$ cat config.mk
export PLATFORM = sky130hd
export DESIGN_NAME = fetch_unit
export DESIGN_NICKNAME = d
export VERILOG_FILES = /design/src/rtl/fetch_unit.sv
export SDC_FILE = /design/constraint.sdc
export NUM_CORES = 1
export LEC_CHECK = 0
export CAP_MARGIN = 20
export CORE_UTILIZATION = 48
export CTS_BUF_LIST = sky130_fd_sc_hd__clkbuf_8 sky130_fd_sc_hd__clkbuf_16
export CTS_CLUSTER_SIZE = 28
export DETAILED_ROUTE_END_ITERATION = 12
export HOLD_SLACK_MARGIN = 0.06
export PLACE_DENSITY = 0.9
export SLEW_MARGIN = 20
export SYNTH_ARGS = -nofsm -noshare
export SYNTH_HDL_FRONTEND = slang
export SYNTH_SLANG_ARGS = --single-unit
$ cat constraint.sdc
create_clock -name clk -period 7.3 [get_ports clk]
set_input_delay 1.46 -clock clk [delete_from_list [all_inputs] [get_ports clk]]
set_output_delay 1.46 -clock clk [all_outputs]
set_load 0.01 [all_outputs]
$ cat src/rtl/fetch_unit.sv
// Instruction fetch FSM: requests one word at PC, holds it for execution, then steers PC.
// Latency: one FETCH cycle from request to instr_valid when memory answers with ready+rvalid together.
// Backpressure: waits indefinitely on imem_ready/imem_rvalid and on exec_done; one request in flight.
module fetch_unit #(
    parameter logic [31:0] RESET_PC = 32'h0000_0000
) (
    input  logic        clk,
    input  logic        rst,
    output logic        imem_req,
    output logic [31:0] imem_addr,
    input  logic        imem_ready,
    input  logic        imem_rvalid,
    input  logic [31:0] imem_rdata,
    output logic [31:0] Instr,
    output logic [31:0] PC,
    output logic [31:0] PCPlus4,
    output logic        instr_valid,
    input  logic        exec_done,
    input  logic [1:0]  PCSrc,
    input  logic [31:0] ImmExt,
    input  logic [31:0] ALUResult,
    output logic        misalign
);

    localparam logic [31:0] NOP = 32'h0000_0013;

    typedef enum logic [2:0] {
        IDLE,
        FETCH,
        WAIT,
        ISSUE,
        HALT
    } state_t;

    state_t      state_q;
    logic [31:0] pc_q;
    logic [31:0] instr_q;
    logic        req_q;
    logic        valid_q;
    logic        misalign_q;
    logic [31:0] next_pc_d;

    // Next-PC selection for the instruction currently held in ISSUE; sums wrap silently.
    always_comb begin
        next_pc_d = pc_q + 32'd4;
        case (PCSrc)
            2'b01:   next_pc_d = pc_q + ImmExt;
            2'b10:   next_pc_d = ALUResult & 32'hFFFF_FFFE;
            default: next_pc_d = pc_q + 32'd4;
        endcase
    end

    // Fetch state machine; request and valid flags are registered alongside the state.
    always_ff @(posedge clk) begin
        if (rst) begin
            state_q    <= IDLE;
            pc_q       <= RESET_PC;
            instr_q    <= NOP;
            req_q      <= 1'b0;
            valid_q    <= 1'b0;
            misalign_q <= 1'b0;
        end else begin
            case (state_q)
                IDLE: begin
                    state_q <= FETCH;
                    req_q   <= 1'b1;
                end
                FETCH: begin
                    // rvalid without ready here is stale traffic and is dropped.
                    if (imem_ready) begin
                        req_q <= 1'b0;
                        if (imem_rvalid) begin
                            instr_q <= imem_rdata;
                            valid_q <= 1'b1;
                            state_q <= ISSUE;
                        end else begin
                            state_q <= WAIT;
                        end
                    end
                end
                WAIT: begin
                    if (imem_rvalid) begin
                        instr_q <= imem_rdata;
                        valid_q <= 1'b1;
                        state_q <= ISSUE;
                    end
                end
                ISSUE: begin
                    if (exec_done) begin
                        pc_q    <= next_pc_d;
                        valid_q <= 1'b0;
                        // A misaligned target still loads so the faulting PC is visible.
                        if (next_pc_d[1:0] != 2'b00) begin
                            misalign_q <= 1'b1;
                            state_q    <= HALT;
                        end else begin
                            req_q   <= 1'b1;
                            state_q <= FETCH;
                        end
                    end
                end
                HALT: begin
                    state_q <= HALT;
                end
                default: begin
                    state_q <= IDLE;
                    req_q   <= 1'b0;
                    valid_q <= 1'b0;
                end
            endcase
        end
    end

    assign imem_req    = req_q;
    assign imem_addr   = req_q ? pc_q : 32'h0000_0000;
    assign Instr       = instr_q;
    assign PC          = pc_q;
    assign PCPlus4     = pc_q + 32'd4;
    assign instr_valid = valid_q;
    assign misalign    = misalign_q;

endmodule
==> results.yml <==
min_path:
  hold-path-cell-count: 2
  hp-class: "flop to flop"
  min_to: "Instr[2]$_SDFFE_PP0P_"
  hp-start: "Instr[2]$_SDFFE_PP0P_"
worst_setup_path:
  cp_top_family: "simple AND/OR/NAND/NOR gates"
  path_buf_inv: 1
  crit_path_max_incr_delay_ns: 0.74
  r2r_end: "PC[28]$_SDFFE_PP0P_"
  crit_chain: "and3_1, or3b_1, nor3_1, nand2_1, xnor2_1, clkdlybuf4s50_1"
  critPathCaptureType: "output port"
  critPathRequiredTime_ns: 5.84
  crit_arrival_ns: 3.54
  startpoint_type: "flop"
  critPathSlowestCell: "nor3_1"
  worstPathMaxFanout: 8
  ff2ff_path_depth: 12
  timing.rr.start: "PC[0]$_SDFFE_PP0P_"
  crit_type: "flop to output port"
  r2r_setup_slack_ns: 3.86
power:
  power_density_mw_per_mm2: 131
  peakVddDrop_mv: 0.109
  power_uw: 1090
  p_leak_uw: 0.00319
layout:
  drive_above_1_share_pct: 4.48
  nNetsFinal: 1115
  fillCellCount: 903
  area_growth_pct: 46.3
  utilization_pct: 72.3
  diodes: 0
grt:
  grt_max_degree: 68
  grt_pass1_wl_mm: 31.3
  globalRouteTotalUtil_pct: 31.4
  grt_pass1_vias: 6165
  grt-ovfl-total: 0
  antenna_found_initial: 0
synth:
  synth_edf_count: 0
  ys.warnings.count: 0
  async_flop_share_pct: 0
  synth_fp_nets: 916
  yosys-top-cells-count: "135 x nand2_1, 85 x a21oi_1, 70 x dfxtp_1"
  synth_top_area_cell: "dfxtp_1"
  avgSynthCellArea_um2: 7.29
  yosysSeqAreaShare_pct: 24.7
  synth_most_common_cell: "nand2_1"
  ys_ff_latch: 70
  syn_area_mm2: 0.00567
  synth_area_leaders: "dfxtp_1 25%, nand2_1 8.9%, a21oi_1 7.5%"
  syn_inst: 778
  synth_ff_type: "dfxtp_1"
  yosysTopAreaCellShare_pct: 24.7
  synthDistinctLibCells: 67
timing:
  hold_viol_final: 0
  whs_ns: 0.452
  fmax_mhz: 200
  tns_ns: 0
  worst_slew_pin_slew_ns: 0.870
  final_max_slew_viol_count: 0
  final.min_clock_period_ns: 5.00
  timing.final.crit_share_pct: 68.5
  grt_setup_unrepaired: "false"
  slew-limit-headroom_pct: 41.5
  setup_viol: 0
  setup_ws_ns: 2.30
  skew_ns: 0.00837
cts:
  holdBufCountCts: 0
  cts_buffers: 9
  cts_max_path_buffers: 2
  clk_pin_slew_ns: 0.06
  cts-htree-levels: 3
  clkLatencyLatePin_ns: 0.34
  cts_setup_buffers: 0
  clk_root_buffer_cell: "clkbuf_16"
  cts_tree: "yes"
  clock_sinks: 70
  postCtsResizedCells: 0
floorplan:
  rows: 39
  die_area_mm2: 0.0122
  core_mm2: 0.0115
  die_x_um: 111
  start_util_pct: 49.4
  io_pins: 234
  die_h_um: 111
route:
  drt_iter0_drc: 544
  firstDrtPassIters: 5
  num_vias: 6648
  drc: 0
  vias_per_cell: 5.91
  antenna_left: 0
  routed_wl_mm: 19.6
  wire_per_inst_um: 17.4
outcome:
  status: "completed"
place:
  post-place-ws_ns: 2.47
  place_hpwl_mm: 14.0
  gp_congestion: 0.945
  portBuffers: 232
flow_run:
  cap_viol_max_count: 0
[per-stage QoR]
step	area [um^2]	std cells
global placement	8010	1109
floorplan	5670	778
finish	8290	1125
global route	8290	1125
CTS	8290	1125
detailed placement	8010	1109
[state kept, by name (all words and copies together) (netlist names)]
signal / cells
PC: 32
instr_valid: 1
state_q: 3
Instr: 32
imem_req: 1
misalign: 1
[logic make-up (layout without fill, tap and decap cells)]
logic type / Yosys count / in the layout / synth area share (%)
AND/OR/NAND/NOR: 310 / 310 / 26.0
AO/OA/AOI/OAI: 232 / 232 / 26.7
buffers and inverters: 73 / 277 / 5.50
flip-flops: 70 / 70 / 24.7
XOR/XNOR: 54 / 54 / 8.48
adder cells (fa/ha/maj): 35 / 35 / 7.86
multiplexers: 4 / 4 / 0.751
[where the power goes]
| group | switching, uW | internal, uW | total, uW | leakage (uW) |
|---|---|---|---|---|
| sequential | 18.7 | 396 | 415 | 0.000568 |
| clock | 183 | 240 | 423 | 0.000131 |
| combinational | 124 | 125 | 249 | 0.00249 |
| total | 325 | 761 | 1090 | 0.00319 |
[worst min-delay path, cell delays in order, from the launching register on]
cell and delay, ns:
dfxtp_1 0.31, nand2_1 0.05, a21oi_1 0.05
[how the worst max path moves through the flow]
stage / cells past startpoint / slack [ns] / startpoint / to
detailed placement: 11 / 2.47 / ImmExt[15] / PC[28]$_SDFFE_PP0P_
global placement: 11 / 2.52 / ImmExt[15] / PC[28]$_SDFFE_PP0P_
floorplan: 12 / 3.32 / ImmExt[0] / PC[28]$_SDFFE_PP0P_
finish: 6 / 2.30 / PC[4]$_SDFFE_PP0P_ / PCPlus4[21]
CTS: 6 / 2.37 / PC[4]$_SDFFE_PP0P_ / PCPlus4[21]
global route: 8 / 2.20 / PC[6]$_SDFFE_PP0P_ / PCPlus4[29]
[placed cells by master, fill, tap and decap left out, drive strengths merged, types with 3 or more instances in the layout]
cell / instances
ha: 34
and4: 5
a211o: 5
buf: 11
nor2b: 8
o211ai: 7
a221o: 5
a22oi: 8
nor2: 50
clkinvlp: 3
a21o: 15
inv: 19
a211oi: 10
o22ai: 7
o31ai: 6
xor2: 19
and3: 5
nand3: 21
clkbuf: 10
nor3: 21
or3: 5
nand4: 12
nand3b: 4
a221oi: 11
o21bai: 3
and2: 32
clkinv: 3
dfxtp: 70
o21a: 5
nand2: 136
xnor2: 35
a21oi: 85
a31oi: 9
clkdlybuf4s50: 231
o21ai: 35
nor4: 4
[area by class of cell]
type / instances / area [um^2] / share of cell area (%)
repair buffers: 242 / 2390 / 28.8
inverters: 19 / 71.3 / 0.860
flip-flops and latches: 70 / 1400 / 16.9
well taps: 143 / 179 / 2.16
clock inverters: 6 / 45.0 / 0.543
clock buffers: 10 / 239 / 2.88
multi-input cells: 635 / 3970 / 47.8
[metal layers]
layer	GRT usage [%]	share of wire [%]	vias up	wire length [um]
met2	54.0	48	342	9490
met5	0	0	-	0
li1	-	-	3184	-
met4	10.3	1.8	0	346
met3	6.12	8.7	28	1700
met1	39.1	41	3094	8040
No activity file was read; power rests on OpenSTA's default activity.
